### config.mk
export PLATFORM = sky130hd
export DESIGN_NAME = muldiv_unit
export DESIGN_NICKNAME = d
export VERILOG_FILES = /design/src/rtl/muldiv_pkg.sv /design/src/rtl/muldiv_unit.sv
export SDC_FILE = /design/constraint.sdc
export NUM_CORES = 1
export LEC_CHECK = 0
export BUFFER_PORTS_ARGS = -buffer_cell sky130_fd_sc_hd__buf_2
export CORE_MARGIN = 1
export CORE_UTILIZATION = 45
export CTS_BUF_LIST = sky130_fd_sc_hd__clkbuf_8
export CTS_CLUSTER_DIAMETER = 30
export DETAILED_ROUTE_END_ITERATION = 10
export PLACE_DENSITY = 0.68
export SYNTH_ARGS = -nofsm -noshare
export SYNTH_HDL_FRONTEND = slang
export SYNTH_SLANG_ARGS = --single-unit
### constraint.sdc
create_clock -name clk -period 4.4 [get_ports clk]
set_clock_uncertainty 0.15 [all_clocks]
set_input_delay 0.22 -clock clk [delete_from_list [all_inputs] [get_ports clk]]
set_output_delay 0.22 -clock clk [all_outputs]
set_load 0.01 [all_outputs]
### src/rtl/muldiv_pkg.sv
// rtl/muldiv_pkg.sv - shared op and state encodings for the multiply/divide unit
package muldiv_pkg;

    typedef enum logic [1:0] {
        OP_MULT  = 2'd0,
        OP_MULTU = 2'd1,
        OP_DIV   = 2'd2,
        OP_DIVU  = 2'd3
    } op_e;

    typedef enum logic [1:0] {
        S_IDLE = 2'd0,
        S_RUN  = 2'd1,
        S_SIGN = 2'd2
    } state_e;

    function automatic logic op_is_div(input op_e o);
        return (o == OP_DIV) || (o == OP_DIVU);
    endfunction

    function automatic logic op_is_signed(input op_e o);
        return (o == OP_MULT) || (o == OP_DIV);
    endfunction

endpackage

### src/rtl/muldiv_unit.sv
// rtl/muldiv_unit.sv - iterative multiply/divide unit with architectural HI/LO registers
module muldiv_unit
    import muldiv_pkg::*;
#(
    parameter int W = 32
) (
    input  logic         clk,
    input  logic         rst,
    input  logic         start,
    input  logic [1:0]   op,
    input  logic [W-1:0] a,
    input  logic [W-1:0] b,
    input  logic         mthi,
    input  logic         mtlo,
    input  logic [W-1:0] wdata,
    output logic         busy,
    output logic         done,
    output logic [W-1:0] hi,
    output logic [W-1:0] lo,
    output logic         div_by_zero
);

    localparam int            CW   = $clog2(W);
    localparam logic [CW-1:0] LAST = CW'(W - 1);

    state_e          r_state;
    state_e          w_next;
    logic [2*W-1:0]  r_acc;
    logic [W-1:0]    r_opd;
    logic [CW-1:0]   r_cnt;
    logic            r_is_div;
    logic            r_neg_lo;
    logic            r_neg_hi;
    logic            r_dbz;
    logic [W-1:0]    r_hi;
    logic [W-1:0]    r_lo;
    logic            r_done;
    logic            r_dbz_out;

    op_e             w_op;
    logic            w_a_neg;
    logic            w_b_neg;
    logic [W-1:0]    w_a_mag;
    logic [W-1:0]    w_b_mag;
    logic [W:0]      w_add_a;
    logic [W:0]      w_add_b;
    logic [W+1:0]    w_sum;
    logic [2*W-1:0]  w_acc_step;
    logic [2*W-1:0]  w_prod;
    logic [W-1:0]    w_res_hi;
    logic [W-1:0]    w_res_lo;

    assign busy        = (r_state != S_IDLE);
    assign done        = r_done;
    assign div_by_zero = r_dbz_out;
    assign hi          = r_hi;
    assign lo          = r_lo;

    always_ff @(posedge clk) begin
        if (rst) r_state <= S_IDLE;
        else     r_state <= w_next;
    end

    always_comb begin
        w_next = r_state;
        case (r_state)
            S_IDLE:  if (start) w_next = S_RUN;
            S_RUN:   if (r_cnt == LAST) w_next = S_SIGN;
            S_SIGN:  w_next = S_IDLE;
            default: w_next = S_IDLE;
        endcase
    end

    // Both ops iterate on magnitudes; signs are reapplied in SIGN.
    always_comb begin
        w_op    = op_e'(op);
        w_a_neg = op_is_signed(w_op) & a[W-1];
        w_b_neg = op_is_signed(w_op) & b[W-1];
        w_a_mag = w_a_neg ? -a : a;
        w_b_mag = w_b_neg ? -b : b;
    end

    // Shared adder: add for multiply, subtract with carry-out as no-borrow for divide.
    always_comb begin
        w_add_a = r_is_div ? r_acc[2*W-1:W-1] : {1'b0, r_acc[2*W-1:W]};
        w_add_b = r_is_div ? ~{1'b0, r_opd} : {1'b0, r_opd};
        w_sum   = {1'b0, w_add_a} + {1'b0, w_add_b} + {{(W+1){1'b0}}, r_is_div};
    end

    always_comb begin
        w_acc_step = r_acc;
        if (r_is_div) begin
            if (w_sum[W+1]) w_acc_step = {w_sum[W-1:0], r_acc[W-2:0], 1'b1};
            else            w_acc_step = {r_acc[2*W-2:0], 1'b0};
        end else begin
            if (r_acc[0])   w_acc_step = {w_sum[W:0], r_acc[W-1:1]};
            else            w_acc_step = {1'b0, r_acc[2*W-1:1]};
        end
    end

    always_comb begin
        w_prod   = r_neg_lo ? -r_acc : r_acc;
        w_res_hi = w_prod[2*W-1:W];
        w_res_lo = w_prod[W-1:0];
        if (r_is_div) begin
            w_res_lo = r_neg_lo ? -r_acc[W-1:0] : r_acc[W-1:0];
            w_res_hi = r_neg_hi ? -r_acc[2*W-1:W] : r_acc[2*W-1:W];
        end
    end

    always_ff @(posedge clk) begin
        if (rst) begin
            r_acc    <= '0;
            r_opd    <= '0;
            r_cnt    <= '0;
            r_is_div <= 1'b0;
            r_neg_lo <= 1'b0;
            r_neg_hi <= 1'b0;
            r_dbz    <= 1'b0;
        end else begin
            case (r_state)
                S_IDLE: begin
                    if (start) begin
                        r_acc    <= {{W{1'b0}}, w_a_mag};
                        r_opd    <= w_b_mag;
                        r_cnt    <= '0;
                        r_is_div <= op_is_div(w_op);
                        r_neg_lo <= w_a_neg ^ w_b_neg;
                        r_neg_hi <= w_a_neg;
                        r_dbz    <= op_is_div(w_op) && (b == '0);
                    end
                end
                S_RUN: begin
                    r_acc <= w_acc_step;
                    r_cnt <= r_cnt + 1'b1;
                end
                default: ;
            endcase
        end
    end

    // Direct writes are only possible in IDLE, so they never collide with a completion.
    always_ff @(posedge clk) begin
        if (rst) begin
            r_hi      <= '0;
            r_lo      <= '0;
            r_done    <= 1'b0;
            r_dbz_out <= 1'b0;
        end else begin
            r_done    <= 1'b0;
            r_dbz_out <= 1'b0;
            if (r_state == S_SIGN) begin
                r_done    <= 1'b1;
                r_dbz_out <= r_dbz;
                if (!r_dbz) begin
                    r_hi <= w_res_hi;
                    r_lo <= w_res_lo;
                end
            end else if (r_state == S_IDLE) begin
                if (mthi) r_hi <= wdata;
                if (mtlo) r_lo <= wdata;
            end
        end
    end

endmodule

==> metrics.yaml <==
yosys-top-cells-area: "dfxtp_1 (26%), xor2_1 (6.8%), a21oi_1 (6.5%), nor2_1 (6.0%), a211oi_1 (5.7%)"
synth_cell_types: 77
tightest_slew_ns: 0.999
synthArstFlopShare_pct: 0
insertedDiodeCount: 0
finalCriticalPeriod_ns: 4.01
synth-xor-area-share_pct: 11.2
max_slew_margin_pct: 33.4
cp.arrival_ns: 4.18
synthFlopType: "dfxtp_1"
yosys_warnings: 0
grt_pass1_wl_um: 69000
gp_routability_congestion: 0.988
dr.pass1.iters: 5
areaGrowthSynthToFinish_pct: 15.9
finalSetupViolations: 0
yosys.area_share.simple_pct: 19.8
synth_top_family_by_area: "compound AO/OA/AOI/OAI gates"
post-route-util_pct: 53.2
ys_seq_area_share_pct: 26.2
fmax_mhz: 249
hold_path_class: "in -> reg"
syn_avg_cell_area_um2: 7.40
initialDrtViolationCount: 1290
outcome: "finished, final reports clean"
yosysMostFrequentCell: "nor2_1"
crit_type: "reg -> reg"
synth_fa_ha_area_share_pct: 3.65
clock_path_buffers: 2
portBuffers: 169
syn_area_mm2: 0.0132
syn_nets: 1926
die_x_um: 173
htreeDepth: 4
clk_pin_slew_worst_paths_ns: 0.12
fp.coreArea_mm2: 0.0288
end_kind: "flip-flop"
worstPathCellList: "buf_12 -> mux2_2 -> ha_1 -> a21o_1 -> a31oi_1 -> a2bb2oi_1 -> o31ai_1 -> buf_4 -> nor2_1 -> o21ba_2 -> nand2_1 -> o221ai_1 -> a21oi_1"
grt.overflow.total: 0
nNetsFinal: 2049
synthMuxAreaShare_pct: 5.02
worstSetupStartpointType: "flip-flop"
row_count: 62
worst_path_max_delay_cell: "dfxtp_4"
syn_inst: 1785
setup_tns_ns: 0
wire_per_inst_um: 19.0
postRouteAntennaNets: 0
synth-compound-area-share_pct: 28.5
p_leak_nw: 6.14
synth_top_cell_by_area: "dfxtp_1"
vias: 13800
root_buffer: "clkbuf_8"
grt_util_all_layers_pct: 28.5
pin_count: 170
cts_sinks: 173
dpl.hpwl_um: 32700
critPathMaxFanout: 33
routed_via_density: 5.98
max_cap_violations: 0
ys_ff_latch: 173
cpLargestDelayFamily: "compound AO/OA/AOI/OAI gates"
grt_max_degree: 88
power.density_mw_per_mm2: 291
wl_um: 43800
cp.required_ns: 4.56
route.detailed.drc: 0
slew_viol_final: 0
die_h_um: 173
drive_gt1_share_pct: 15.5
synth_edf_count: 0
slowest_delay_ns: 0.50
hold_violations: 0
die_area_mm2: 0.0301
antenna_found_initial: 0
cts_tree: "built"
cts_buffers: 17
rsz0062_at_grt: "no"
min_period_over_period_pct: 91.2
peakVddDrop_mv: 0.148
synth.top_cell.area_share_pct: 26.2
cp_num_buf_inv: 2
clkLatencyLatePin_ns: 0.48
grt_pass1_vias: 12400
synthTopCellsByCount: "nor2_1 (210), dfxtp_1 (173), a21oi_1 (172)"
start_util_pct: 45.9
-- routing by layer --
layer  track usage [%]  part of all wire, %  up-vias  routed length, um
met4              5.83                  1.4        0                612
li1                  -                    -     6731                  -
met5                 0                    0        -                  0
met1              41.2                   47     6447              20600
met3              3.79                  7.4       39               3240
met2              44.9                   44      567              19400
-- timing repair --
action / CTS / global route
hold buffers: 61 / 0
endpoints found under the setup margin: 0 / 11
setup buffers: 0 / 1
hold endpoints to repair: 62 / 0
gates resized for setup: 0 / 1
-- power breakdown --
| group | total, mW | internal [mW] | switching, mW |
|---|---|---|---|
| logic | 1.41 | 0.550 | 0.859 |
| registers | 1.83 | 1.68 | 0.152 |
| clock network | 1.22 | 0.448 | 0.769 |
| total | 4.46 | 2.68 | 1.78 |
-- tightest hold or removal path: stages --
cell and delay, ns:
buf_2 0.10, nor2_1 0.13, a211o_1 0.11, a21oi_1 0.05
-- flip-flops by register name, summed over array words and instances (netlist names) --
| name | flops |
|---|---|
| r_acc | 64 |
| hi | 32 |
| lo | 32 |
| r_opd | 32 |
| r_cnt | 5 |
| r_state | 2 |
| div_by_zero | 1 |
| done | 1 |
| r_dbz | 1 |
| r_is_div | 1 |
| r_neg_hi | 1 |
| r_neg_lo | 1 |
-- placed cells by master, fill, tap and decap left out, types with 26 or more instances in the layout --
cell / synthesis / routed
buf_2: 7 / 168
xnor2_1: 67 / 67
mux2_2: 26 / 26
nor2_1: 210 / 209
or3_1: 26 / 26
dlygate4sd3_1: 0 / 61
nor3_1: 46 / 45
a211oi_1: 100 / 100
nand2_1: 159 / 158
mux2i_1: 37 / 37
dfxtp_1: 173 / 172
a21oi_1: 172 / 172
ha_1: 37 / 37
o21ai_0: 129 / 129
buf_4: 2 / 43
xor2_1: 102 / 102
-- worst paths after layout --
check | startpoint | slack [ns] | cells after the start | to
worst max-delay path | r_is_div$_SDFFE_PP0P_ | 0.39 | 13 | r_acc[35]$_SDFFE_PP0P_
worst max register to register | r_is_div$_SDFFE_PP0P_ | 0.39 | 13 | r_acc[35]$_SDFFE_PP0P_
worst min-delay path | wdata[26] | 0.02 | 4 | hi[26]$_SDFFE_PP0P_
worst min register to register | hi[23]$_SDFFE_PP0P_ | 0.31 | 2 | hi[23]$_SDFFE_PP0P_
-- logic make-up after synthesis --
kind of cell    after synthesis
buf+inv                     190
mux                          63
simple gates                566
compound gates              586
fa+ha+maj                    38
flops                       173
xor+xnor                    169
-- metrics by stage --
stage / hold WS (ns) / cells / setup slack, ns / cell area (um^2) / total power [mW]
CTS: 0.000587 / 2304 / 0.308 / 15300 / 4.43
global route: 0.0129 / 2305 / 0.00610 / 15300 / 4.68
floorplan: 0.206 / 1785 / 0.0485 / 13200 / 2.76
finish: 0.0200 / 2305 / 0.385 / 15300 / 4.46
detailed placement: 0.290 / 2211 / 0.346 / 14300 / 3.20
global placement: 0.278 / 2211 / 0.377 / 14300 / 3.18
-- layout make-up --
type                       count  area, um^2
clock buffer                  17         234
clock inverter                15         196
fill                        2830       13500
inverter                      19        71.3
multi-input combinational   1422        9040
sequential                   173        3470
tap                          384         480
timing repair buffer         275        1830
Power figures use the tool's default switching activity.
